==> src/rtl/pipe_ctrl_unit.sv <==
// pipe_ctrl_unit -- EX-stage control unit for the MIPS-subset pipeline.
//
// Decodes instruction_EX combinationally into ALU, register-file, HI/LO, data
// memory and GPIO controls. Two pieces of sequential state sit on top of the
// decode:
//   * a flush FSM that squashes the BRANCH_PENALTY instructions following a
//     taken branch/jump;
//   * a multiplier busy tracker that holds HI/LO consumers (mfhi, mflo, mult,
//     multu) in EX until the previous mult result is valid.
//
// Ports:
//   clk            clock, all state updates on the rising edge
//   rst            synchronous reset, active-low; forces every output to 0
//   instruction_EX instruction currently in EX
//   zero_EX        ALU zero flag for the EX instruction (branch condition)
//   alu_op         ALU operation
//   shamt_EX       shift amount
//   enhilo_EX      HI/LO write enable
//   regsel_EX      writeback source: 0 ALU, 1 HI, 2 LO, 3 GPIO-in
//   regwrite_EX    register write enable
//   rdrt_EX        destination select, 1 = rt, 0 = rd
//   memwrite_EX    data memory write
//   alu_src_EX     ALU B source: 0 rt, 1 sign-ext imm, 2 zero-ext imm
//   pc_src_EX      next PC: 0 PC+4, 1 branch target, 2 jump target
//   gpio_out_we    one-hot GPIO output strobe
//   gpio_in_sel    one-hot GPIO input select
//   stall_FETCH    hold PC and the fetch/EX register
//   illegal_EX     unrecognised instruction in EX
module pipe_ctrl_unit #(
  parameter int MULT_LATENCY   = 4,
  parameter int BRANCH_PENALTY = 1,
  parameter int GPIO_CH        = 1
) (
  input  logic               clk,
  input  logic               rst,
  input  logic [31:0]        instruction_EX,
  input  logic               zero_EX,
  output logic [3:0]         alu_op,
  output logic [4:0]         shamt_EX,
  output logic               enhilo_EX,
  output logic [1:0]         regsel_EX,
  output logic               regwrite_EX,
  output logic               rdrt_EX,
  output logic               memwrite_EX,
  output logic [1:0]         alu_src_EX,
  output logic [1:0]         pc_src_EX,
  output logic [GPIO_CH-1:0] gpio_out_we,
  output logic [GPIO_CH-1:0] gpio_in_sel,
  output logic               stall_FETCH,
  output logic               illegal_EX
);

  typedef enum logic {RUN, FLUSH} state_t;

  state_t     state_reg;
  logic [1:0] fcnt_reg;
  logic [3:0] mcnt_reg;

  logic [5:0] op;
  logic [5:0] funct;
  logic [4:0] shamt;
  logic [2:0] ch;
  logic       ch_ok;
  logic [7:0] ch_onehot;

  assign op    = instruction_EX[31:26];
  assign funct = instruction_EX[5:0];
  assign shamt = instruction_EX[10:6];
  assign ch    = instruction_EX[23:21];   // rs mod 8
  assign ch_ok = ({1'b0, ch} < 4'(GPIO_CH));

  genvar gi;
  generate
    for (gi = 0; gi < 8; gi++) begin : g_ch
      assign ch_onehot[gi] = (ch == 3'(gi));
    end
  endgenerate

  // Raw decode, before squash/stall gating.
  logic [3:0] d_alu_op;
  logic [4:0] d_shamt;
  logic       d_enhilo;
  logic [1:0] d_regsel;
  logic       d_regwrite;
  logic       d_rdrt;
  logic       d_memwrite;
  logic [1:0] d_alu_src;
  logic [1:0] d_pc_src;
  logic [7:0] d_gpio_out;
  logic [7:0] d_gpio_in;
  logic       d_illegal;
  logic       d_hilo_use;   // instruction must wait for the multiplier
  logic       d_mult;
  logic       d_taken;

  always_comb begin
    d_alu_op   = 4'b0000;
    d_shamt    = 5'd0;
    d_enhilo   = 1'b0;
    d_regsel   = 2'd0;
    d_regwrite = 1'b0;
    d_rdrt     = 1'b0;
    d_memwrite = 1'b0;
    d_alu_src  = 2'd0;
    d_pc_src   = 2'd0;
    d_gpio_out = 8'd0;
    d_gpio_in  = 8'd0;
    d_illegal  = 1'b0;
    d_hilo_use = 1'b0;
    d_mult     = 1'b0;
    d_taken    = 1'b0;
    case (op)
      6'b000000: begin
        case (funct)
          6'b100000, 6'b100001: begin d_alu_op = 4'b0100; d_regwrite = 1'b1; end
          6'b100010, 6'b100011: begin d_alu_op = 4'b0101; d_regwrite = 1'b1; end
          6'b100100: begin d_alu_op = 4'b0000; d_regwrite = 1'b1; end
          6'b100101: begin d_alu_op = 4'b0001; d_regwrite = 1'b1; end
          6'b100111: begin d_alu_op = 4'b0010; d_regwrite = 1'b1; end
          6'b100110: begin d_alu_op = 4'b0011; d_regwrite = 1'b1; end
          6'b101010: begin d_alu_op = 4'b1100; d_regwrite = 1'b1; end
          6'b101011: begin d_alu_op = 4'b1101; d_regwrite = 1'b1; end
          6'b000000: begin
            // The all-zero word is the canonical NOP and drives nothing.
            if (instruction_EX != 32'd0) begin
              d_alu_op   = 4'b1000;
              d_shamt    = shamt;
              d_regwrite = 1'b1;
            end
          end
          6'b000010: begin
            if (shamt != 5'd0) begin
              d_alu_op = 4'b1001; d_shamt = shamt; d_regwrite = 1'b1;
            end else if (ch_ok) begin
              d_gpio_out = ch_onehot;              // srl with shamt 0 = GPIO write
            end else begin
              d_illegal = 1'b1;
            end
          end
          6'b000011: begin
            if (shamt != 5'd0) begin
              d_alu_op = 4'b1010; d_shamt = shamt; d_regwrite = 1'b1;
            end else if (ch_ok) begin
              d_gpio_in = ch_onehot;               // sra with shamt 0 = GPIO read
              d_regsel = 2'd3; d_regwrite = 1'b1;
            end else begin
              d_illegal = 1'b1;
            end
          end
          6'b011000: begin d_alu_op = 4'b0110; d_enhilo = 1'b1; d_hilo_use = 1'b1; d_mult = 1'b1; end
          6'b011001: begin d_alu_op = 4'b0111; d_enhilo = 1'b1; d_hilo_use = 1'b1; d_mult = 1'b1; end
          6'b010000: begin d_regsel = 2'd1; d_regwrite = 1'b1; d_hilo_use = 1'b1; end
          6'b010010: begin d_regsel = 2'd2; d_regwrite = 1'b1; d_hilo_use = 1'b1; end
          default:   d_illegal = 1'b1;
        endcase
      end
      6'b001000, 6'b001001: begin d_alu_op = 4'b0100; d_alu_src = 2'd1; d_rdrt = 1'b1; d_regwrite = 1'b1; end
      6'b001100: begin d_alu_op = 4'b0000; d_alu_src = 2'd2; d_rdrt = 1'b1; d_regwrite = 1'b1; end
      6'b001101: begin d_alu_op = 4'b0001; d_alu_src = 2'd2; d_rdrt = 1'b1; d_regwrite = 1'b1; end
      6'b001110: begin d_alu_op = 4'b0011; d_alu_src = 2'd2; d_rdrt = 1'b1; d_regwrite = 1'b1; end
      6'b001010: begin d_alu_op = 4'b1100; d_alu_src = 2'd1; d_rdrt = 1'b1; d_regwrite = 1'b1; end
      6'b001111: begin
        d_alu_op = 4'b1000; d_shamt = 5'd16; d_alu_src = 2'd2; d_rdrt = 1'b1; d_regwrite = 1'b1;
      end
      6'b101011: begin d_alu_op = 4'b0100; d_alu_src = 2'd1; d_memwrite = 1'b1; end
      6'b000100: begin d_alu_op = 4'b0101; d_taken = zero_EX;  d_pc_src = zero_EX  ? 2'd1 : 2'd0; end
      6'b000101: begin d_alu_op = 4'b0101; d_taken = ~zero_EX; d_pc_src = ~zero_EX ? 2'd1 : 2'd0; end
      6'b000010: begin d_taken = 1'b1; d_pc_src = 2'd2; end
      default:   d_illegal = 1'b1;
    endcase
  end

  logic flushing;
  logic busy;
  logic stall;
  logic squash;
  logic taken;
  logic mult_issue;

  assign flushing   = (state_reg == FLUSH);
  assign busy       = (mcnt_reg != 4'd0);
  // A squashed instruction never executes, so it has no reason to wait for
  // HI/LO; holding it would let it escape the flush window unsquashed.
  assign stall      = busy & d_hilo_use & ~flushing;
  assign squash     = flushing | stall;
  assign taken      = d_taken & ~flushing;
  assign mult_issue = d_mult & ~flushing & ~stall;

  always_comb begin
    alu_op      = 4'b0000;
    shamt_EX    = 5'd0;
    enhilo_EX   = 1'b0;
    regsel_EX   = 2'd0;
    regwrite_EX = 1'b0;
    rdrt_EX     = 1'b0;
    memwrite_EX = 1'b0;
    alu_src_EX  = 2'd0;
    pc_src_EX   = 2'd0;
    gpio_out_we = '0;
    gpio_in_sel = '0;
    stall_FETCH = 1'b0;
    illegal_EX  = 1'b0;
    if (rst) begin
      alu_op      = d_alu_op;
      shamt_EX    = d_shamt;
      regsel_EX   = d_regsel;
      rdrt_EX     = d_rdrt;
      alu_src_EX  = d_alu_src;
      gpio_in_sel = d_gpio_in[GPIO_CH-1:0];
      enhilo_EX   = d_enhilo   & ~squash;
      regwrite_EX = d_regwrite & ~squash;
      memwrite_EX = d_memwrite & ~squash;
      gpio_out_we = squash ? '0 : d_gpio_out[GPIO_CH-1:0];
      pc_src_EX   = flushing ? 2'd0 : d_pc_src;
      stall_FETCH = stall;
      illegal_EX  = d_illegal & ~flushing;
    end
  end

  always_ff @(posedge clk) begin
    if (!rst) begin
      state_reg <= RUN;
      fcnt_reg  <= 2'd0;
      mcnt_reg  <= 4'd0;
    end else begin
      case (state_reg)
        RUN: begin
          if (taken) begin
            state_reg <= FLUSH;
            fcnt_reg  <= 2'(BRANCH_PENALTY - 1);
          end
        end
        FLUSH: begin
          if (fcnt_reg == 2'd0) state_reg <= RUN;
          else                  fcnt_reg  <= fcnt_reg - 2'd1;
        end
        default: state_reg <= RUN;
      endcase
      // mult_issue implies the tracker is idle (otherwise it would stall).
      if (mult_issue)           mcnt_reg <= 4'(MULT_LATENCY - 1);
      else if (mcnt_reg != 4'd0) mcnt_reg <= mcnt_reg - 4'd1;
    end
  end

endmodule

==> config.mk <==
export PLATFORM = sky130hd
export DESIGN_NAME = pipe_ctrl_unit
export DESIGN_NICKNAME = d
export VERILOG_FILES = /design/src/rtl/pipe_ctrl_unit.sv
export SDC_FILE = /design/constraint.sdc
export NUM_CORES = 1
export LEC_CHECK = 0
export ABC_CLOCK_PERIOD_IN_PS = 1800
export BUFFER_PORTS_ARGS = -buffer_cell sky130_fd_sc_hd__clkbuf_2
export CAP_MARGIN = 20
export CORE_MARGIN = 2
export CORE_UTILIZATION = 43
export CTS_BUF_LIST = sky130_fd_sc_hd__clkbuf_16
export DETAILED_ROUTE_END_ITERATION = 10
export PLACE_DENSITY = 0.78
export SKIP_CTS_REPAIR_TIMING = 1
export SLEW_MARGIN = 20
export SYNTH_ARGS = -nofsm -noshare
export SYNTH_HDL_FRONTEND = slang
export SYNTH_SLANG_ARGS = --single-unit
==> constraint.sdc <==
create_clock -name clk -period 1.8 [get_ports clk]
set_input_delay 0.36 -clock clk [delete_from_list [all_inputs] [get_ports clk]]
set_output_delay 0.36 -clock clk [all_outputs]
set_load 0.005 [all_outputs]
; After elaboration in Yosys (flattened, before gate mapping)
; Cells that the tools add are included.
[word_totals]
ff_bits = 7
in_bits = 35
wordCells = 137
[op_classes]
n_reduce_logical = 23
n_eq_ne = 29
n_lt_le_gt_ge = 1
muxes = 63
bitwise = 15
n_addsub = 2
[ops]
columns = operator, n
row1 = "== test 6 bit, second input constant", 11
row2 = case mux 4 bit (12 select lines), 1
row3 = "== test 6 x 4 -> 1 bit, second input constant", 7
row4 = nonzero test 32 bit, 1
row5 = two-way mux 1 bit, 31
row6 = case mux 4 bit (7 select lines), 1
row7 = "== test 6 x 5 -> 1 bit, second input constant", 4
row8 = two-way mux 2 bit, 11
row9 = case mux 5 bit (2 select lines), 2
row10 = "== test 6 x 2 -> 1 bit, second input constant", 3
row11 = two-way mux 4 bit, 4
row12 = two-way mux 5 bit, 3
row13 = OR reduction 15 bit, 1
row14 = "== test 6 x 3 -> 1 bit, second input constant", 2
row15 = zero test 6 bit, 2
row16 = case mux 2 bit (3 select lines), 2
row17 = OR reduction 12 bit, 1
row18 = OR reduction 2 bit, 6
row19 = OR reduction 4 bit, 3
row20 = OR reduction 11 bit, 1
row21 = bitwise AND 1 bit, 9
row22 = case mux 1 bit (2 select lines), 4
row23 = case mux 2 bit (2 select lines), 2
row24 = OR reduction 7 bit, 1
row25 = 15 further kinds, 20

; Logic depth before layout (Yosys ltp)
[depth]
ltp_word = 10
ltp_mapped = 6

; Worst setup path before layout
; Ideal clock, no wire load.
[synth_timing]
path_type = in2out
from = input instruction_EX[29]
to = output enhilo_EX
arrival_time_ns = 1.569
path_stages = 5
required_ns = 1.440
path_buffers = 1
slack_ns = -0.129
cell_sequence = buf_6 -> nor4_4 -> nand2_4 -> or4_4 -> inv_1
[synth_via]
elab_chain_len = 8
elab_cells_between_ends = 9
cone_classes = mux: 3 / bitwise: 5 / reduce/logical: 1
[synth_lines]
columns = item, line
row1 = from (decl), 36  ; input logic [31:0] instruction_EX,
row2 = zero test 6 bit *, 112  ; case (op)
row3 = two-way mux 1 bit, 112
row4 = bitwise AND 1 bit (2 in series), 184  ; assign stall = busy & d_hilo_use & ~flushing;
row5 = OR 1 bit, 185  ; assign squash = flushing | stall;
row6 = inverter 1 bit, 210  ; enhilo_EX = d_enhilo & ~squash;
row7 = bitwise AND 1 bit *, 210
row8 = two-way mux 1 bit *, 203  ; if (rst) begin
row9 = to (decl), 40  ; output logic enhilo_EX,
; Every way passes the cells marked *; elsewhere a longest branch is shown, timed or not.

; Worst setup path in the final report
[layout_timing]
from = input instruction_EX[4]
to = output regwrite_EX
[layout_via]
elab_chain_len = 10
elab_cells_between_ends = 31
cone_classes = eq/ne: 16 / mux: 6 / bitwise: 5 / reduce/logical: 4
[layout_lines]
columns = item, line
row1 = == test 6 x 5 -> 1 bit, 114  ; case (funct)
row2 = OR reduction 4 bit (no source line), --
row3 = two-way mux 1 bit, 114
row4 = two-way mux 1 bit, 112
row5 = bitwise AND 1 bit (2 in series), 184
row6 = OR 1 bit, 185
row7 = inverter 1 bit, 211  ; regwrite_EX = d_regwrite & ~squash;
row8 = bitwise AND 1 bit *, 211
row9 = two-way mux 1 bit *, 203
row10 = to (decl), 42  ; output logic regwrite_EX,
; Marks and branches as above.

==> tab_implementation.tex <==
\begin{tabular}{lr}
\hline
Metric & Value \\
\hline
\multicolumn{2}{l}{\textbf{Run status}} \\
\quad Outcome & finished, violations left \\
\quad Violations in the final reports & negative setup slack \\
\multicolumn{2}{l}{\textbf{Yosys}} \\
\quad Top-area cell type share of the netlist area & 0.113 \\
\quad Top cells by area, synth & dfxtp\_1, nor2\_1, a21oi\_1 \\
\quad Number of synthesized flops with an enable pin & 0 \\
\quad Average instance area after synthesis & 6.41 sq um \\
\quad Asr flop ratio synth & 0 \\
\quad Post-synthesis instance total & 194 \\
\quad Synth Register Bits & 7 \\
\quad Count of distinct cell types in the synthesized netlist & 50 \\
\quad Cell Area, Synth & 1240 sq um \\
\quad Post-synth top flop & dfxtp\_1 \\
\quad Post-synth top area cell & dfxtp\_1 \\
\quad Synth Warn \# & 0 \\
\quad Share of the yosys chip area belonging to registers & 0.113 \\
\quad Synthesized net count & 232 \\
\multicolumn{2}{l}{\textbf{CTS}} \\
\quad Deepest clock path buffer count & 2 \\
\quad Sink Count & 7 \\
\quad Clock insertion delay at the later pin of the skew report & 0.24 ns \\
\quad Deepest level of the CTS H-tree & 1 \\
\quad Post-CTS clock slew at the launch and capture registers of the worst setup and hold paths & 0.04 ns \\
\quad TritonCTS clock tree & done \\
\quad Clk root buf & clkbuf\_16 \\
\quad CTS buffer count & 3 \\
\multicolumn{2}{l}{\textbf{Die}} \\
\quad Core box area & 2760 sq um \\
\quad \# IOs & 58 \\
\quad Chip width & 57.8 microns \\
\quad Area of the die & 3340 sq um \\
\quad Vertical die dimension & 57.8 microns \\
\quad Cell row count & 19 \\
\quad Initial core utilization & 0.451 \\
\multicolumn{2}{l}{\textbf{Global route}} \\
\quad Largest net degree at the start of global routing & 13 \\
\quad Total overflow reported by the global router & 0 \\
\quad GRT Total Usage & 0.272 \\
\quad Wire length of the first global-routing pass & 7270 microns \\
\quad Initial antenna violation count & 0 \\
\quad Number of global-route vias before repair & 1684 \\
\multicolumn{2}{l}{\textbf{Detailed routing}} \\
\quad Detailed Routing Iterations Pass 1 & 5 \\
\quad Via density per instance & 6.21 \\
\quad Sum of routed wire length over all layers & 6120 microns \\
\quad Total number of vias & 2057 \\
\quad DRT antenna net count & 0 \\
\quad Drt drc & 0 \\
\quad 1st-iter DRT viols & 112 \\
\quad Routed wire per std cell & 18.5 microns \\
\multicolumn{2}{l}{\textbf{Timing}} \\
\quad Endpoints failing hold & 0 \\
\quad Final setup margin & -0.347 ns \\
\quad Final count of pins violating max slew & 0 \\
\quad Period Utilization, post-route & 1.19 \\
\quad Worst slew pin tran & 0.370 ns \\
\quad Unrepaired setup endpoints after global routing & yes \\
\quad F\_max & 466 MHz \\
\quad Final critical-path required period & 2.15 ns \\
\quad Final setup vio count & 18 \\
\quad Normalized max-slew margin & 0.752 \\
\quad Total negative slack for setup checks & -3.87 ns \\
\quad Worst setup skew after layout & 0.00521 ns \\
\multicolumn{2}{l}{\textbf{Layout}} \\
\quad Seq. cell area & 144 sq um \\
\quad Area of combinational cells with multiple inputs & 1260 sq um \\
\quad Final cell count without fillers & 331 \\
\quad Fraction of final layout cells with drive strength greater than 1 & 0.563 \\
\quad Syn-to-layout area delta & 87.1\% \\
\quad Number of nets in the finished design & 339 \\
\quad Number of flip-flops under the largest register name & 4 \\
\quad Post-route cell area & 2330 sq um \\
\quad Fillcell total & 152 \\
\quad Antenna Diode Count & 0 \\
\multicolumn{2}{l}{\textbf{Power}} \\
\quad Sw Share & 0.376 \\
\quad Pwr Total & 1.34 mW \\
\quad Worst vdd rail ir drop & 805 uV \\
\quad Sw Pwr & 0.503 mW \\
\quad Int Power & 0.833 mW \\
\quad Total power density per cell area & 574 nW/um\^{}2 \\
\quad Combinational fraction of design power & 0.535 \\
\quad Power share of the clock group & 0.290 \\
\quad Reg power frac & 0.175 \\
\quad Leakage Power & 1.09 nW \\
\multicolumn{2}{l}{\textbf{Placement}} \\
\quad Sum of net half-perimeters after detailed placement & 3500 microns \\
\quad Cell Area, Placed & 1920 sq um \\
\quad Count of buffers inserted at the top-level ports & 57 \\
\quad Cell Count Post-Placement & 324 \\
\quad Global placer's final weighted congestion & 0.844 \\
\multicolumn{2}{l}{\textbf{Setup path}} \\
\quad Longest individual stage delay on the worst path & 0.40 ns \\
\quad Cell breakdown of the critical path & buf\_4 -> nor3\_4 -> and3\_4 -> o21ai\_2 -> nor4b\_4 -> a2111oi\_4 -> buf\_2 \\
\quad Crit path buffers/inverters & 2 \\
\quad CP Data Arrival Time & 1.79 ns \\
\quad R2R depth & 7 \\
\quad Setup Crit Path Kind & input pin to primary output \\
\quad Setup slack of the most critical reg-to-reg path & 0.23 ns \\
\quad Gate family responsible for the most delay along the worst path & simple AND/OR/NAND/NOR gates \\
\quad Type of element launching the critical path & input pin \\
\quad WP data required & 1.44 ns \\
\quad Worst reg2reg startpoint & mcnt\_reg[1] \\
\quad Path length in cells of the critical path & 7 \\
\quad Critical path peak fanout & 4 \\
\quad Worst path slowest cell & a2111oi\_4 \\
\quad Critical path startpoint & instruction\_EX[4] \\
\quad Critical Path Sink Type & primary output \\
\multicolumn{2}{l}{\textbf{Min path}} \\
\quad Startpoint of the worst hold path & fcnt\_reg[1] \\
\quad Worst min path class & register to register \\
\quad Number of stages on the worst hold path & 2 \\
\multicolumn{2}{l}{\textbf{Flow run}} \\
\quad Max-cap viol count & 0 \\
\hline
\end{tabular}
[cells by family after synthesis]
logic type | synth area share
adders and majority gates | 0.0302
buffers and inverters | 0.0674
xor gates and xnor gates | 0.0352
AOI/OAI and AO/OA | 0.234
and+or+nand+nor | 0.520
DFF | 0.113
[cells in the final DEF (no fill, tap or decap), types with 4 or more instances in the layout]
cell      instances
nor2_1           26
a21oi_1          13
o21ai_0           7
nor2_2            7
nand2b_1          6
nor3_4            4
nor3_1            8
nand2_1           9
nand4_1           4
buf_4            49
nor2b_1           6
o21ai_2           4
clkbuf_2         40
buf_6            12
buf_2             9
inv_1             6
and3_1            8
dfxtp_1           4
[cells in the mapped netlist, drive strengths merged, types with 3 or more instances]
cell type,n
nand2b,6
or3,4
inv,8
nor2,34
o21ai,14
nor2b,6
nor3,15
xor2,3
dfxtp,7
buf,4
nand3,3
nor4,5
nand2,12
ha,3
a21oi,15
nand3b,3
clkbuf,6
and2,3
and3,10
nand4,4
[worst register-to-register path: cells and delay by family, from the launching register on]
family	cells	cell delay, ns
AOI/OAI and AO/OA	1	0.05
adders and majority gates	1	0.16
buffers and inverters	3	0.38
DFF	1	0.33
and+or+nand+nor	2	0.58
[layer usage]
metal	share of wire	routed length [microns]	GRT usage	up-vias
met2	0.51	3090	0.484	160
met5	0	0	0	-
met3	0.085	517	0.0201	40
met1	0.37	2240	0.353	942
li1	-	-	-	915
met4	0.044	267	0.0698	0
[cell type report]
type | count | area share
clock buffer | 3 | 0.0323
clock inverter | 1 | 0.00161
inverter | 8 | 0.0129
multi-input combinational | 169 | 0.544
sequential | 7 | 0.0618
tap | 31 | 0.0167
timing repair buffer | 112 | 0.331
[power by group through the flow]
| stage | logic (mW) | clock network [mW] | registers [mW] |
|---|---|---|---|
| 2_1_floorplan | 0.295 | 0 | 0.217 |
| 3_3_place_gp | 0.487 | 0 | 0.219 |
| 3_5_place_dp | 0.498 | 0 | 0.221 |
| 4_1_cts | 0.512 | 0.381 | 0.220 |
| 5_1_grt | 0.770 | 0.392 | 0.236 |
| 6_report | 0.714 | 0.388 | 0.233 |
[per-stage QoR]
| stage | hold WS [ns] | worst slack (ns) | util |
|---|---|---|---|
| 6_report | 0.486 | -0.347 | 0.844 |
| 5_1_grt | 0.552 | -0.394 | 0.844 |
| 4_1_cts | 0.490 | -0.296 | 0.723 |
| 3_5_place_dp | 0.481 | -0.263 | 0.695 |
| 3_3_place_gp | 0.471 | -0.231 | 0.695 |
| 2_1_floorplan | 0.454 | -0.0455 | - |
[final timing paths]
path / end
worst min register to register: fcnt_reg[1]
worst max register to register: mcnt_reg[0]
worst min-delay path: fcnt_reg[1]
worst max-delay path: regwrite_EX
(Power assumes the default switching activity.)
